### src/rtl/riscv_pkg.sv
// riscv_pkg
// Shared definitions for the unified-memory arbiter: requester index
// constants, the grant-id width and the arbiter FSM state encoding.
`timescale 1ns/1ps

package riscv_pkg;

    localparam int ARB_IDW = 2;

    localparam logic [ARB_IDW-1:0] REQ_LOADER = 2'd0;
    localparam logic [ARB_IDW-1:0] REQ_DATA   = 2'd1;
    localparam logic [ARB_IDW-1:0] REQ_IFETCH = 2'd2;

    typedef enum logic [1:0] {
        ARB_IDLE  = 2'd0,
        ARB_ISSUE = 2'd1,
        ARB_WAIT  = 2'd2,
        ARB_ACK   = 2'd3
    } arb_state_t;

endpackage

### src/rtl/arb_pick.sv
// arb_pick
// Combinational winner selection among NREQ request lines.
//   i_req   : request level per requester
//   i_last  : index of the most recently granted requester
//   o_win   : index of the winning requester (0 when none)
//   o_valid : at least one request is pending
// MEMARB_RR_EN defined   : round robin, the requester after i_last wins.
// MEMARB_RR_EN undefined : fixed priority, lowest index wins; i_last ignored.
`timescale 1ns/1ps

module arb_pick
    import riscv_pkg::*;
#(
    parameter int NREQ = 3
) (
    input  logic [NREQ-1:0]    i_req,
    input  logic [ARB_IDW-1:0] i_last,
    output logic [ARB_IDW-1:0] o_win,
    output logic               o_valid
);

    assign o_valid = |i_req;

`ifdef MEMARB_RR_EN
    logic [ARB_IDW-1:0] w_hi_win;
    logic               w_hi_valid;
    logic [ARB_IDW-1:0] w_lo_win;

    // Requesters above the pointer take precedence; if none of them is
    // asking, the search wraps to the lowest requesting index.
    always_comb begin
        w_hi_win   = '0;
        w_hi_valid = 1'b0;
        w_lo_win   = '0;
        for (int i = NREQ-1; i >= 0; i--) begin
            if (i_req[i] && (i > int'(i_last))) begin
                w_hi_win   = ARB_IDW'(i);
                w_hi_valid = 1'b1;
            end
            if (i_req[i]) begin
                w_lo_win = ARB_IDW'(i);
            end
        end
    end

    assign o_win = w_hi_valid ? w_hi_win : w_lo_win;
`else
    logic w_unused_last;
    assign w_unused_last = ^i_last;

    always_comb begin
        o_win = '0;
        for (int i = NREQ-1; i >= 0; i--) begin
            if (i_req[i]) begin
                o_win = ARB_IDW'(i);
            end
        end
    end
`endif

endmodule

### src/rtl/mem_arbiter.sv
// mem_arbiter
// Shares one single-port memory between NREQ requesters (loader, core data,
// core ifetch). One request is latched at a time, strobed to memory, and
// acknowledged with a one-cycle pulse MEM_LAT+1 cycles after acceptance.
//   clk, reset            : clock, async active-high reset
//   req/req_we            : per-requester request level and write flag
//   req_addr/req_wdata    : per-requester address / write data, 32b each
//   ack                   : one-hot completion pulse
//   rdata                 : read data, valid while ack is high
//   gnt_id                : requester owning the memory
//   busy                  : high whenever not idle
//   mem_en/mem_we         : memory strobe / write enable
//   mem_addr/mem_wdata    : latched address / write data
//   mem_rdata             : memory read data
// Build option: MEMARB_RR_EN selects round-robin arbitration instead of
// fixed priority.
//
// state     | meaning
// ARB_IDLE  | waiting for a request, winner latched on exit
// ARB_ISSUE | mem_en strobe, latency counter loaded
// ARB_WAIT  | counting down memory latency, read data captured on exit
// ARB_ACK   | one-cycle ack to the granted requester
`timescale 1ns/1ps

module mem_arbiter
    import riscv_pkg::*;
#(
    parameter int NREQ    = 3,
    parameter int MEM_LAT = 2
) (
    input  logic                 clk,
    input  logic                 reset,
    input  logic [NREQ-1:0]      req,
    input  logic [NREQ-1:0]      req_we,
    input  logic [NREQ*32-1:0]   req_addr,
    input  logic [NREQ*32-1:0]   req_wdata,
    output logic [NREQ-1:0]      ack,
    output logic [31:0]          rdata,
    output logic [ARB_IDW-1:0]   gnt_id,
    output logic                 busy,
    output logic                 mem_en,
    output logic                 mem_we,
    output logic [31:0]          mem_addr,
    output logic [31:0]          mem_wdata,
    input  logic [31:0]          mem_rdata
);

    localparam logic [3:0] LAT_LOAD = 4'(MEM_LAT - 1);

    arb_state_t          r_state;
    logic [3:0]          r_cnt;
    logic [NREQ-1:0]     r_ack;
    logic [31:0]         r_rdata;
    logic [ARB_IDW-1:0]  r_gnt_id;
    logic                r_busy;
    logic                r_mem_en;
    logic                r_mem_we;
    logic [31:0]         r_mem_addr;
    logic [31:0]         r_mem_wdata;

    logic [ARB_IDW-1:0]  w_win;
    logic                w_valid;
    logic [ARB_IDW-1:0]  w_last;
    logic                w_sel_we;
    logic [31:0]         w_sel_addr;
    logic [31:0]         w_sel_wdata;
    logic [NREQ-1:0]     w_ack_hot;

`ifdef MEMARB_RR_EN
    logic [ARB_IDW-1:0]  r_last;
    assign w_last = r_last;
`else
    assign w_last = ARB_IDW'(NREQ - 1);
`endif

    arb_pick #(
        .NREQ (NREQ)
    ) u_pick (
        .i_req   (req),
        .i_last  (w_last),
        .o_win   (w_win),
        .o_valid (w_valid)
    );

    always_comb begin
        w_sel_we    = 1'b0;
        w_sel_addr  = '0;
        w_sel_wdata = '0;
        for (int i = 0; i < NREQ; i++) begin
            if (w_win == ARB_IDW'(i)) begin
                w_sel_we    = req_we[i];
                w_sel_addr  = req_addr[i*32 +: 32];
                w_sel_wdata = req_wdata[i*32 +: 32];
            end
        end
    end

    always_comb begin
        w_ack_hot = '0;
        for (int i = 0; i < NREQ; i++) begin
            w_ack_hot[i] = (r_gnt_id == ARB_IDW'(i));
        end
    end

    always_ff @(posedge clk or posedge reset) begin
        if (reset) begin
            r_state     <= ARB_IDLE;
            r_cnt       <= '0;
            r_ack       <= '0;
            r_rdata     <= '0;
            r_gnt_id    <= REQ_LOADER;
            r_busy      <= 1'b0;
            r_mem_en    <= 1'b0;
            r_mem_we    <= 1'b0;
            r_mem_addr  <= '0;
            r_mem_wdata <= '0;
`ifdef MEMARB_RR_EN
            r_last      <= ARB_IDW'(NREQ - 1);
`endif
        end else begin
            r_mem_en <= 1'b0;
            r_ack    <= '0;
            case (r_state)
                ARB_IDLE: begin
                    if (w_valid) begin
                        r_gnt_id    <= w_win;
                        r_mem_we    <= w_sel_we;
                        r_mem_addr  <= w_sel_addr;
                        r_mem_wdata <= w_sel_wdata;
                        r_mem_en    <= 1'b1;
                        r_busy      <= 1'b1;
                        r_state     <= ARB_ISSUE;
`ifdef MEMARB_RR_EN
                        r_last      <= w_win;
`endif
                    end
                end
                ARB_ISSUE: begin
                    r_cnt <= LAT_LOAD;
                    // Single-cycle memory: data is already valid alongside the strobe.
                    if (MEM_LAT == 1) begin
                        if (!r_mem_we) begin
                            r_rdata <= mem_rdata;
                        end
                        r_ack   <= w_ack_hot;
                        r_state <= ARB_ACK;
                    end else begin
                        r_state <= ARB_WAIT;
                    end
                end
                ARB_WAIT: begin
                    r_cnt <= r_cnt - 4'd1;
                    if (r_cnt <= 4'd1) begin
                        if (!r_mem_we) begin
                            r_rdata <= mem_rdata;
                        end
                        r_ack   <= w_ack_hot;
                        r_state <= ARB_ACK;
                    end
                end
                ARB_ACK: begin
                    r_busy  <= 1'b0;
                    r_state <= ARB_IDLE;
                end
                default: begin
                    r_state <= ARB_IDLE;
                end
            endcase
        end
    end

    assign ack       = r_ack;
    assign rdata     = r_rdata;
    assign gnt_id    = r_gnt_id;
    assign busy      = r_busy;
    assign mem_en    = r_mem_en;
    assign mem_we    = r_mem_we;
    assign mem_addr  = r_mem_addr;
    assign mem_wdata = r_mem_wdata;

endmodule

### config.mk
export PLATFORM = sky130hd
export DESIGN_NAME = mem_arbiter
export DESIGN_NICKNAME = d
export VERILOG_FILES = /design/src/rtl/riscv_pkg.sv /design/src/rtl/arb_pick.sv /design/src/rtl/mem_arbiter.sv
export SDC_FILE = /design/constraint.sdc
export NUM_CORES = 1
export LEC_CHECK = 0
export CAP_MARGIN = 20
export CORE_MARGIN = 2
export CORE_UTILIZATION = 25
export CTS_CLUSTER_SIZE = 28
export DETAILED_ROUTE_END_ITERATION = 8
export PLACE_DENSITY = 0.69
export SYNTH_ARGS = -nofsm -noshare
export SYNTH_HDL_FRONTEND = slang
export SYNTH_SLANG_ARGS = --single-unit
### constraint.sdc
create_clock -name clk -period 7.8 [get_ports clk]
set_input_delay 1.17 -clock clk [delete_from_list [all_inputs] [get_ports clk]]
set_output_delay 1.17 -clock clk [all_outputs]
set_load 0.005 [all_outputs]
==> flow_metrics.py, run 1 <==
metrics = {
    "status": {
        "status": "completed",
    },
    "synth": {
        "synth_edf_count": 0,
        "syn-cell-area_um2": 5890,
        "ys_types": 34,
        "postSynthCellCount": 634,
        "yosys_most_used_dff": "dfrtp_1",
        "ys_seq_elements": 110,
        "seq_area_frac_synth_pct": 46.7,
        "syn_nets": 871,
        "syn_area_per_cell_um2": 9.29,
        "synthArstFlopShare_pct": 100,
        "synth_warnings": 0,
    },
    "global_routing": {
        "grt_pass1_wl_um": 29800,
        "grt_start_max_net_pins": 89,
        "grt_pass1_vias": 5618,
        "antenna_found_initial": 0,
        "grtUsageTotal_pct": 15.6,
        "overflow": 0,
    },
    "floorplanning": {
        "die_x_um": 158,
        "initial_core_util_pct": 25.2,
        "rows": 56,
        "core_um2": 23300,
        "die_area_um2": 24800,
        "fp.dieH_um": 158,
        "ios": 336,
    },
    "placement": {
        "placed_cell_area_um2": 9440,
        "port-buffer-count": 335,
        "place_hpwl_um": 14500,
        "post-place-ws_ns": 4.50,
        "globalplace.congestion": 0.804,
        "place_inst": 1241,
    },
    "cts": {
        "ctsHtreeMaxLevel": 3,
        "path_clk_slew_ns": 0.09,
        "tritoncts_num_sinks": 110,
        "cts_root_buf": "clkbuf_16",
        "cts_buffers": 9,
        "clk_path_buf_depth": 2,
        "cts_tree": "built",
        "ctsHoldBuffers": 0,
        "cts_resized": 0,
        "clk_latency_ns": 0.36,
        "post-cts-setup-buffer-count": 0,
    },
    "worst_setup_path": {
        "r2r_slack_ns": 5.51,
        "reg2reg_depth": 6,
        "crit_start": "req[2]",
        "r2r_start": "r_state[0]",
        "worstPathMaxFanout": 70,
        "start_kind": "input port",
        "r2r_end": "mem_addr[16]",
        "crit_type": "in -> reg",
        "end_kind": "register",
        "crit_end": "mem_addr[16]",
        "crit_arrival_ns": 3.19,
        "critPathRequiredTime_ns": 8.07,
    },
    "sta": {
        "finalCritPeriodShare_pct": 37.4,
        "hold_viol_final": 0,
        "setup_viol": 0,
        "finalMaxSlewViolations": 0,
        "fmax_mhz": 343,
        "rsz0062_at_grt": "false",
        "fin_ws_ns": 4.88,
        "relSlewSlack_pct": 29.6,
        "fin_worst_skew_ns": 0.0122,
        "fin_setup_tns_ns": 0,
        "min_period_ns": 2.92,
        "worstMarginPinSlew_ns": 1.05,
    },
    "drt": {
        "finalWirelength_um": 20000,
        "first_pass_iters": 5,
        "drt-vias-per-instance": 4.59,
        "drt_iter0_drc": 221,
        "post-route-drc-count": 0,
        "ant_nets": 0,
        "wire_per_inst_um": 15.9,
        "vias": 5766,
    },
    "cells_and_area": {
        "synthToLayoutAreaGrowth_pct": 65.8,
        "fin_cells": 1257,
        "design_area_um2": 9770,
        "diodes": 0,
        "drive_above_1_share_pct": 6.72,
        "final_net_count": 1170,
    },
    "power_and_ir_drop": {
        "vdd_drop_max_v": 0.000168,
        "p_leak_uw": 0.00381,
        "power_density_nw_per_um2": 304,
        "finalPower_uw": 2960,
    },
    "min_path": {
        "min-delay-path-class": "reg -> reg",
    },
    "run": {
        "drv_cap": 0,
    },
}
[layout make-up]
cell class                 instances  area [µm²]
inverter                           8        32.5
clock inverter                     7         100
multi-input combinational        462        2860
sequential                       110        2750
fill                            2342       13600
timing repair buffer             342        3390
clock buffer                       9         225
tap                              319         399
[power by group]
group          leakage (µW)  total, µW  switching, µW  internal, µW
Clock              0.000158        503            242           261
Combinational       0.00233       1440            587           850
Sequential          0.00133       1020            162           863
Total               0.00381       2960            991          1970
[registers in the layout (all words and copies together), names as in the netlist]
| register | cells |
|---|---|
| mem_addr | 32 |
| mem_wdata | 32 |
| rdata | 32 |
| r_cnt | 4 |
| ack | 3 |
| gnt_id | 2 |
| r_state | 2 |
| busy | 1 |
| mem_en | 1 |
| mem_we | 1 |
[worst min path at each step]
stage / from / endpoint / cells past startpoint
after floorplan: gnt_id[0] / ack[0] / 1
after global placement: mem_addr[3] / mem_addr[3] / 2
after detailed placement: mem_addr[2] / mem_addr[2] / 2
after CTS: mem_wdata[19] / mem_wdata[19] / 2
after global routing: mem_addr[21] / mem_addr[21] / 2
final: mem_addr[2] / mem_addr[2] / 2
[per-layer routing]
layer	part of all wire [%]	global-route usage, %	vias up
li1	-	-	2793
met1	40	17.8	2688
met2	50	27.4	256
met3	8.7	5.04	29
met4	2.2	5.54	0
met5	0	0	-
[cell usage after synthesis, types with 2 or more instances]
cell type / n / share of area, %
a21oi_1: 68 / 5.8
buf_1: 5 / 0.32
buf_2: 13 / 1.1
buf_4: 3 / 0.38
buf_6: 3 / 0.57
clkbuf_1: 30 / 1.9
dfrtp_1: 110 / 47
ha_1: 5 / 1.1
inv_1: 7 / 0.45
mux2_1: 2 / 0.38
mux2_2: 30 / 5.7
nand2_1: 68 / 4.3
nand2b_1: 66 / 7.0
nor2_1: 3 / 0.19
nor3_1: 3 / 0.25
o211ai_1: 2 / 0.25
o21a_1: 3 / 0.38
o21ai_0: 67 / 5.7
o21ai_1: 65 / 5.5
o22ai_1: 3 / 0.32
or3b_1: 65 / 9.7
[placed cells by master, fill, tap and decap left out, types with 6 or more instances in the layout]
cell and n:
inv_1 6, clkdlybuf4s50_1 332, clkbuf_16 9, o21ai_0 67
or3b_1 65, nand2b_1 66, nand2_1 68, mux2_2 30
dfrtp_1 110, a21oi_1 68, buf_4 8, o21ai_1 65
[worst max-delay path: stages]
cell	delay, ns
buf_2	0.07
buf_4	0.50
o21ba_2	0.58
buf_4	0.46
o21ai_0	0.15
o21ai_1	0.20
[kinds of logic after synthesis]
| family | Yosys count | synth area share [%] |
|---|---|---|
| DFF | 110 | 46.7 |
| buffers and inverters | 62 | 4.80 |
| and+or+nand+nor | 211 | 22.4 |
| muxes | 32 | 6.12 |
| adders and majority gates | 5 | 1.06 |
| AOI/OAI and AO/OA | 214 | 18.9 |
[stage by stage]
stage	utilization (%)	hold slack, ns
detailed placement	40.5	0.474
finish	41.9	0.486
CTS	41.9	0.492
global route	41.9	0.509
floorplan	-	0.470
global placement	40.5	0.467
(Power assumes the default switching activity.)
==> run 2: changes to the inputs <==
--- a/config.mk
+++ b/config.mk
@@ -10,7 +10,7 @@
 export CORE_UTILIZATION = 25
 export CTS_CLUSTER_SIZE = 28
 export DETAILED_ROUTE_END_ITERATION = 8
-export PLACE_DENSITY = 0.69
+export PLACE_DENSITY = 0.71
 export SYNTH_ARGS = -nofsm -noshare
 export SYNTH_HDL_FRONTEND = slang
 export SYNTH_SLANG_ARGS = --single-unit
==> constraint.sdc (replaced) <==
create_clock -name clk -period 2.4 [get_ports clk]
set_input_delay 0.36 -clock clk [delete_from_list [all_inputs] [get_ports clk]]
set_output_delay 0.36 -clock clk [all_outputs]
set_load 0.005 [all_outputs]
==> run 2 against run 1 <==
Combinational power grew to 3.3 times the previous value. Clock power grew to 3.1 times the previous value. Flip-flop and latch count did not move. Sequential power increased to 3.3 times the previous value. Utilization grew 0.54 points. Global-route usage up 0.63 points. Final area is 1.3% higher. Non-clock buffer count increased by 8. Cell count grew 0.64%. Count of clock-buffer cells in the layout is the same.
==> flow_metrics.py, run 2 (synthesis gave the netlist of run 1 again) <==
metrics = {
    "status": {
        "status": "completed",
    },
    "min_path": {
        "min-delay-start": "req[0]",
        "min-delay-path-class": "in -> reg",
    },
    "cts": {
        "cts_tree": "built",
        "path_clk_slew_ns": 0.09,
        "cts_resized": 0,
        "ctsHtreeMaxLevel": 3,
        "clk_path_buf_depth": 2,
        "cts_buffers": 9,
        "cts_root_buf": "clkbuf_16",
        "post-cts-setup-buffer-count": 0,
        "clk_latency_ns": 0.35,
        "ctsHoldBuffers": 0,
        "tritoncts_num_sinks": 110,
    },
    "sta": {
        "finalCritPeriodShare_pct": 79.6,
        "fin_worst_skew_ns": 0.0113,
        "rsz0062_at_grt": "false",
        "setup_viol": 0,
        "fin_setup_tns_ns": 0,
        "min_period_ns": 1.91,
        "fmax_mhz": 524,
        "worstMarginPinSlew_ns": 0.644,
        "finalMaxSlewViolations": 0,
        "hold_viol_final": 0,
        "relSlewSlack_pct": 57.1,
    },
    "global_routing": {
        "grt_pass1_wl_um": 31100,
        "grt_pass1_vias": 5807,
        "grt_start_max_net_pins": 111,
        "overflow": 0,
        "grtUsageTotal_pct": 16.2,
        "antenna_found_initial": 0,
    },
    "cells_and_area": {
        "final_common_cell": "clkdlybuf4s50_1",
        "final_net_count": 1178,
        "final_cell_mix": "332 x clkdlybuf4s50_1, 110 x dfrtp_1, 68 x nand2_1, 68 x a21oi_1, 67 x o21ai_0",
        "nFillCells": 2322,
        "drive_above_1_share_pct": 7.51,
        "synthToLayoutAreaGrowth_pct": 67.9,
        "diodes": 0,
    },
    "power_and_ir_drop": {
        "finalPower_uw": 9710,
        "p_leak_uw": 0.00387,
        "vdd_drop_max_v": 0.000560,
        "power_density_nw_per_um2": 981,
    },
    "worst_setup_path": {
        "start_kind": "register",
        "worstPathMaxFanout": 67,
        "crit_start": "r_state[0]",
        "end_kind": "register",
        "crit_arrival_ns": 2.18,
        "crit_type": "reg -> reg",
        "critPathRequiredTime_ns": 2.68,
        "r2r_start": "r_state[0]",
    },
    "placement": {
        "place_hpwl_um": 15200,
        "globalplace.congestion": 0.815,
        "port-buffer-count": 335,
    },
    "drt": {
        "post-route-drc-count": 0,
        "drt-vias-per-instance": 4.61,
        "wire_per_inst_um": 16.5,
        "finalWirelength_um": 20900,
        "vias": 5836,
        "drt_iter0_drc": 214,
        "first_pass_iters": 4,
        "ant_nets": 0,
    },
    "run": {
        "drv_cap": 0,
    },
    "floorplanning": {
        "fp.dieH_um": 158,
        "initial_core_util_pct": 25.2,
        "die_area_um2": 24800,
        "die_x_um": 158,
        "core_um2": 23300,
        "rows": 56,
        "ios": 336,
    },
}
[run 2: area by class of cell]
| class | instances | area, µm² | share of cell area, % |
|---|---|---|---|
| repair buffers | 350 | 3540 | 35.8 |
| multi-input cells | 462 | 2860 | 28.9 |
| flip-flops and latches | 110 | 2750 | 27.8 |
| well taps | 319 | 399 | 4.03 |
| clock buffers | 9 | 225 | 2.28 |
| clock inverters | 7 | 77.6 | 0.784 |
| inverters | 8 | 33.8 | 0.341 |
[run 2: routing by layer]
metal,vias to the layer above,global-route usage [%],share of wire [%]
li1,2807,-,-
met1,2733,18.3,39
met2,258,28.2,49
met3,38,5.18,9.1
met4,0,6.97,3.1
met5,-,0,0
[run 2: worst paths after layout]
check / endpoint / slack, ns / cells past startpoint
setup / recovery: mem_addr[5] / 0.49 / 7
hold / removal: mem_addr[27] / 0.47 / 3
setup reg to reg: mem_addr[5] / 0.49 / 7
hold reg to reg: mem_wdata[8] / 0.49 / 2
max in group asynchronous: mem_addr[18] / 1.39 / 3
min in group asynchronous: rdata[10] / 0.48 / 3
[run 2: critical path: stages, from the launching register on]
cell and delay, ns:
dfrtp_1 0.41, inv_1 0.11, ha_1 0.33, o31ai_4 0.15
inv_2 0.09, buf_12 0.27, o21ai_0 0.27, o21ai_1 0.18
[run 2: metrics by stage]
| stage | setup WS [ns] | util [%] | hold slack (ns) | cell area, µm² | cells |
|---|---|---|---|---|---|
| floorplan | 0.662 | - | 0.470 | 5890 | 634 |
| detailed placement | 0.451 | 41.1 | 0.474 | 9590 | 1249 |
| global route | 0.376 | 42.4 | 0.511 | 9890 | 1265 |
| global placement | 0.462 | 41.1 | 0.466 | 9590 | 1249 |
| finish | 0.490 | 42.4 | 0.467 | 9890 | 1265 |
| CTS | 0.477 | 42.4 | 0.468 | 9890 | 1265 |
[run 2: report_power, final]
part | total (µW) | internal, µW | switching [µW]
Clock | 1540 | 744 | 798
Sequential | 3340 | 2800 | 537
Combinational | 4820 | 2850 | 1970
